--- src/rtl/pc_fetch_pkg.sv ---
// pc_fetch_pkg: shared fetch-stage types and constants.
package pc_fetch_pkg;
  typedef logic [63:0] addr_t;
  typedef logic [31:0] inst_t;
  localparam inst_t NOOP = 32'h47FF041F;
  localparam int FETCH_WIDTH = 2;
endpackage

--- src/rtl/pc_inst_select.sv ---
// pc_inst_select: splits the fetched word into two slots, substituting NOOP in invalid slots.
module pc_inst_select
  import pc_fetch_pkg::*;
(
  input  logic [63:0] data,
  input  logic        odd,
  input  logic        fetch_ok,
  output inst_t       inst1,
  output inst_t       inst2,
  output logic        inst1_valid,
  output logic        inst2_valid
);
  assign inst1_valid = fetch_ok;
  assign inst2_valid = fetch_ok & ~odd;
  assign inst1 = !inst1_valid ? NOOP : odd ? data[63:32] : data[31:0];
  assign inst2 = inst2_valid ? data[63:32] : NOOP;
endmodule

--- src/rtl/pc_fetch.sv ---
// pc_fetch: two-wide fetch PC with branch redirect and stall hold.
// Define PC_UNALIGNED_FETCH_EN to allow 4-aligned redirect targets (single-instruction fetch).
module pc_fetch
  import pc_fetch_pkg::*;
#(
  parameter addr_t RESET_PC = 64'h0
) (
  input  logic        clock,
  input  logic        reset,
  input  logic        branch_is_taken,
  input  addr_t       fu_target_pc,
  input  logic [63:0] Imem2proc_data,
  input  logic        Imem2proc_valid,
  input  logic        rs_stall,
  input  logic        rob_stall,
  input  logic        rat_stall,
  input  logic        memory_structure_hazard_stall,
  input  logic        pc_enable,
  output addr_t       proc2Imem_addr,
  output addr_t       next_PC_out,
  output inst_t       inst1_out,
  output inst_t       inst2_out,
  output logic        inst1_is_valid,
  output logic        inst2_is_valid
);
  addr_t pc, target;
  logic  stall, odd;
  assign stall = rs_stall | rob_stall | rat_stall | memory_structure_hazard_stall
               | ~pc_enable | ~Imem2proc_valid;
`ifdef PC_UNALIGNED_FETCH_EN
  assign odd    = pc[2];
  assign target = fu_target_pc & ~64'h3;
`else
  assign odd    = 1'b0;
  assign target = fu_target_pc & ~64'h7;
`endif
  assign proc2Imem_addr = {pc[63:3], 3'b000};
  assign next_PC_out    = pc + (odd ? 64'd4 : 64'd8);
  always_ff @(posedge clock or negedge reset)
    if (!reset) pc <= RESET_PC;
    else if (branch_is_taken) pc <= target;
    else if (!stall) pc <= next_PC_out;
  pc_inst_select u_sel (
    .data        (Imem2proc_data),
    .odd         (odd),
    .fetch_ok    (~stall & ~branch_is_taken & reset),
    .inst1       (inst1_out),
    .inst2       (inst2_out),
    .inst1_valid (inst1_is_valid),
    .inst2_valid (inst2_is_valid)
  );
endmodule

--- config.mk ---
export PLATFORM = sky130hd
export DESIGN_NAME = pc_fetch
export DESIGN_NICKNAME = d
export VERILOG_FILES = /design/src/rtl/pc_fetch_pkg.sv /design/src/rtl/pc_inst_select.sv /design/src/rtl/pc_fetch.sv
export SDC_FILE = /design/constraint.sdc
export NUM_CORES = 1
export LEC_CHECK = 0
export CORE_AREA = 2 2 129 131
export CTS_BUF_LIST = sky130_fd_sc_hd__clkbuf_8
export DETAILED_ROUTE_END_ITERATION = 8
export DIE_AREA = 0 0 131 133
export GPL_TIMING_DRIVEN = 0
export HOLD_SLACK_MARGIN = 0.1
export PLACE_DENSITY_LB_ADDON = 0.08
export SKIP_CTS_REPAIR_TIMING = 1
export SYNTH_ARGS = -nofsm -noshare
export SYNTH_HDL_FRONTEND = slang
export SYNTH_HIERARCHICAL = 1
export SYNTH_SLANG_ARGS = --single-unit
--- constraint.sdc ---
create_clock -name clock -period 7.2 [get_ports clock]
set_input_delay 1.44 -clock clock [delete_from_list [all_inputs] [get_ports clock]]
set_output_delay 1.44 -clock clock [all_outputs]
set_load 0.005 [all_outputs]
# Yosys cells after proc, flatten, opt, wreduce, memory -nomap -nowiden
# Index checks and enable logic that the tools add are counted.
# classes
add_sub_neg	1
eq_ne	1
muxes	4
bitwise	11
# ops
op	count
64-bit two-way mux	2
64-bit by 4-bit adder with 64-bit output (second input constant)	1
32-bit two-way mux	2
1-bit OR	5
1-bit NOT	4
1-bit AND	2
2-bit inequality test (second input constant)	1
# word_totals
reg_bits	64
inputBits	137

# Longest topological paths before layout
# Gate-level depths: netlist (run 1).
# logic_depth
ltp_word	9
ltp_mapped	8
mapped_depth_nobuf	6

# Hierarchy
# Netlist (run 1), hierarchy kept.
# modules_own_cells
mod	instances	cells_per_inst	area_each_um2
pc_fetch	1	630	4899.7
pc_inst_select	1	108	760.7

# Worst setup path before layout (run 1)
# OpenSTA, ideal clock, no wires.
# synth_timing
kind	input -> output
from	input port rob_stall
to	output port inst2_out[31]
arrival_ns	3.479
slack_ns	2.281
cell_stages	8
cell_sequence	or4_1 > buf_2 > nor2_1 > clkbuf_1 > and3_1 > nor2b_4 > buf_2 > and2_1
# synth_via
elab_chain_cells	9
# synth_lines
element	line	text
start, declared	pc_fetch.sv:15	input logic rob_stall,
1-bit OR (3 in series)	pc_fetch.sv:28	assign stall = rs_stall | rob_stall | rat_stall | memory_structure_hazard_stall
1-bit OR (2 in series)	pc_fetch.sv:29	| ~pc_enable | ~Imem2proc_valid;
1-bit NOT	pc_fetch.sv:46	.fetch_ok (~stall & ~branch_is_taken & reset),
1-bit AND (2 in series)	pc_fetch.sv:46	
32-bit two-way mux	pc_inst_select.sv:16	assign inst2 = inst2_valid ? data[63:32] : NOOP;
end, declared	pc_fetch.sv:22	output inst_t inst2_out,
# No other way between the ends.

# Final worst setup path (run 1)
# layout_timing
from	input port rob_stall
to	output port inst1_out[6]
# layout_via
elab_chain_cells	9
# layout_lines
element	line	text
1-bit OR (3 in series)	pc_fetch.sv:28	
1-bit OR (2 in series)	pc_fetch.sv:29	
1-bit NOT	pc_fetch.sv:46	
1-bit AND (2 in series)	pc_fetch.sv:46	
32-bit two-way mux	pc_inst_select.sv:15	assign inst1 = !inst1_valid ? NOOP : odd ? data[63:32] : data[31:0];
end, declared	pc_fetch.sv:21	output inst_t inst1_out,
# No other way between the ends.

==> results of run 1 <==
==> layout by cell type, fill, tap and decap left out, types with 3 or more instances in the layout <==
| master | netlist | routed |
|---|---|---|
| nor3_1 | 23 | 23 |
| a31oi_1 | 11 | 11 |
| o211ai_1 | 6 | 6 |
| o21ai_1 | 17 | 17 |
| clkbuf_1 | 40 | 40 |
| conb_1 | 1 | 7 |
| nor4_4 | 3 | 3 |
| nand4_1 | 50 | 50 |
| and4_1 | 5 | 5 |
| mux2i_1 | 34 | 34 |
| nor2b_1 | 21 | 21 |
| nand2b_1 | 19 | 19 |
| inv_1 | 7 | 9 |
| nand4_2 | 3 | 3 |
| buf_4 | 9 | 10 |
| xor2_1 | 51 | 51 |
| and2_1 | 19 | 19 |
| dfrtp_1 | 61 | 61 |
| nor2_1 | 56 | 56 |
| nor4_2 | 3 | 3 |
| nand3_1 | 48 | 48 |
| and3_1 | 6 | 6 |
| xnor2_1 | 41 | 41 |
| a22oi_1 | 4 | 4 |
| nand2_1 | 99 | 99 |
| buf_2 | 11 | 11 |
| o21ai_0 | 25 | 25 |
| clkbuf_8 | 0 | 12 |
| or4_1 | 14 | 14 |
| clkdlybuf4s50_1 | 0 | 319 |
| or3_1 | 13 | 13 |
| nor4_1 | 10 | 10 |
==> logic make-up after synthesis <==
family / Yosys count
compound gates: 77
xor+xnor: 92
fa+ha+maj: 1
buf+inv: 70
flops: 61
mux: 34
other cells: 1
simple gates: 402
==> area by class of cell <==
| cell class | instances | area [sq um] |
|---|---|---|
| multi-input combinational | 613 | 3830 |
| clock buffer | 12 | 165 |
| tap | 220 | 275 |
| sequential | 61 | 1530 |
| inverter | 7 | 26.3 |
| clock inverter | 3 | 12.5 |
| buffer | 63 | 299 |
| fill | 1560 | 6840 |
| timing repair buffer | 320 | 3200 |
==> worst paths after layout <==
kind                                start      endpoint  cells past startpoint
worst max register to register      pc[3]        pc[51]                      6
worst min-delay path               pc[63]        pc[63]                      1
max in group asynchronous           reset        pc[28]                      1
min in group asynchronous           reset        pc[54]                      1
worst max-delay path            rob_stall  inst1_out[6]                      9
worst min register to register     pc[63]        pc[63]                      1
==> worst max-delay path: stages <==
cell,delay [ps]
clkdlybuf4s50_1,390
or4_1,540
buf_2,180
nor2_1,480
clkbuf_1,580
and3_1,400
clkbuf_1,350
nor2b_1,340
clkdlybuf4s50_1,570
==> routing by layer <==
metal | GRT usage [%] | share of wire, % | vias up
li1 | - | - | 3273
met3 | 6.47 | 9.3 | 26
met4 | 5.26 | 1.2 | 0
met1 | 39.5 | 42 | 3316
met2 | 45.7 | 47 | 332
met5 | 0 | 0 | -
==> metrics by stage <==
step	worst slack (ps)	power, W	std cells	hold slack [ps]
floorplan	2280	0.000575	744	550
global placement	-227	0.000841	1284	579
detailed placement	561	0.000843	1284	590
CTS	534	0.00114	1299	606
global route	332	0.00119	1299	632
finish	473	0.00113	1299	596
==> report_power, final <==
| part | internal (W) | switching, W | total (W) |
|---|---|---|---|
| Sequential | 0.000374 | 0.0000523 | 0.000427 |
| Combinational | 0.000245 | 0.000169 | 0.000414 |
| Clock | 0.000148 | 0.000143 | 0.000291 |
| Total | 0.000767 | 0.000365 | 0.00113 |
==> impl_metrics.json, run 1 <==
{
  "worstPathRequired_ps": 5760,
  "drt_iter0_markers": 608,
  "fmax_ghz": 0.149,
  "synth.most_common_cell": "nand2_1",
  "hpwl_um": 20300,
  "clk_pin_slew_worst_paths_ps": 70,
  "postPlaceCellArea_sq_mm": 0.00916,
  "synth.largest_area_cell": "dfrtp_1",
  "cts_buffers": 9,
  "ys_seq_elements": 61,
  "synth_compound_area_share_pct": 8.33,
  "clock_latency_ps": 370,
  "setup_viol_count_final": 0,
  "synth_top_family_by_area": "simple AND/OR/NAND/NOR gates",
  "r2r_slack_ps": 4210,
  "yosysSeqAreaShare_pct": 27.0,
  "largest_register_ffs": 61,
  "hold_violations": 0,
  "clkSinkCount": 61,
  "synthSimpleGateAreaFrac_pct": 38.4,
  "powerDensity_mw_per_mm2": 121,
  "synthAdderAreaFrac_pct": 0.221,
  "drt-total-wl_um": 25500,
  "synth_top_area_share_pct": 27.0,
  "cts_max_path_buffers": 2,
  "grt_overflow": 0,
  "rsz0062_at_grt": "false",
  "gp_congestion": 0.934,
  "syn_area_per_cell_sq_um": 7.67,
  "num_rows": 47,
  "cp-end-kind": "output port",
  "drc": 0,
  "tns_ps": 0,
  "critPathMaxFanout": 10,
  "maxCapViolations": 0,
  "start_util_pct": 35.0,
  "h-tree-depth": 3,
  "grt_pass1_wl_um": 37700,
  "synth_edf_count": 0,
  "fin_crit_sh_pct": 93.4,
  "min_period_ps": 6730,
  "ys_types": 50,
  "avgRoutedWirePerCell_um": 19.6,
  "synthArstFlopShare_pct": 100,
  "antenna_left": 0,
  "timing.final.max_slew_violations": 0,
  "cts_tree": "built",
  "p_leak_nw": 3.44,
  "grt_max_degree": 63,
  "first_global_vias": 6389,
  "die_x_um": 131,
  "finalInstanceArea_sq_mm": 0.00934,
  "muxShareOfSynthArea_pct": 6.01,
  "reg_top3": "pc x61",
  "nNetsFinal": 1213,
  "skew_ps": 7.88,
  "vias_per_cell": 5.35,
  "cts_root_buf": "clkbuf_8",
  "critPathLaunchType": "primary input",
  "io_pins": 331,
  "vdd_drop_max_mv": 0.0806,
  "synth_common_cells": "nand2_1 (99), dfrtp_1 (61), nor2_1 (56)",
  "synth_ff_type": "dfrtp_1",
  "path_class": "in -> out",
  "grt.total_usage_pct": 28.5,
  "status": "finished, final reports clean",
  "yosys_warnings": 6,
  "dieHeight_um": 133,
  "io_buffers": 320,
  "worstPathArrival_ps": 5290,
  "fp.coreArea_sq_mm": 0.0162,
  "synthXorXnorAreaFrac_pct": 14.2,
  "synthToLayoutAreaGrowth_pct": 64.9,
  "top_register": "pc",
  "antennaDiodeCount": 0,
  "synthesis.area_sq_mm": 0.00566,
  "worst_pin_slew_ps": 867,
  "die_area_sq_mm": 0.0174,
  "drive_gt1_share_pct": 4.54,
  "vias": 6947,
  "synthCells": 738,
  "finish.utilization_pct": 57.7,
  "min_path_type": "reg -> reg",
  "slew_headroom_pct": 42.2,
  "synthTopCellsByArea": "dfrtp_1 (27%), xor2_1 (7.9%), nand2_1 (6.6%)",
  "firstDrtPassIters": 5,
  "antenna_found_initial": 0
}
No activity file was read; power rests on OpenSTA's default activity.
==> run 2: changes to the inputs <==
--- a/config.mk
+++ b/config.mk
@@ -12,6 +12,7 @@
 export GPL_TIMING_DRIVEN = 0
 export HOLD_SLACK_MARGIN = 0.1
 export PLACE_DENSITY_LB_ADDON = 0.08
+export SETUP_SLACK_MARGIN = 0.05
 export SKIP_CTS_REPAIR_TIMING = 1
 export SYNTH_ARGS = -nofsm -noshare
 export SYNTH_HDL_FRONTEND = slang
==> results of run 2 <==
No change in the layout: final DEF, timing and power equal those of run 1.
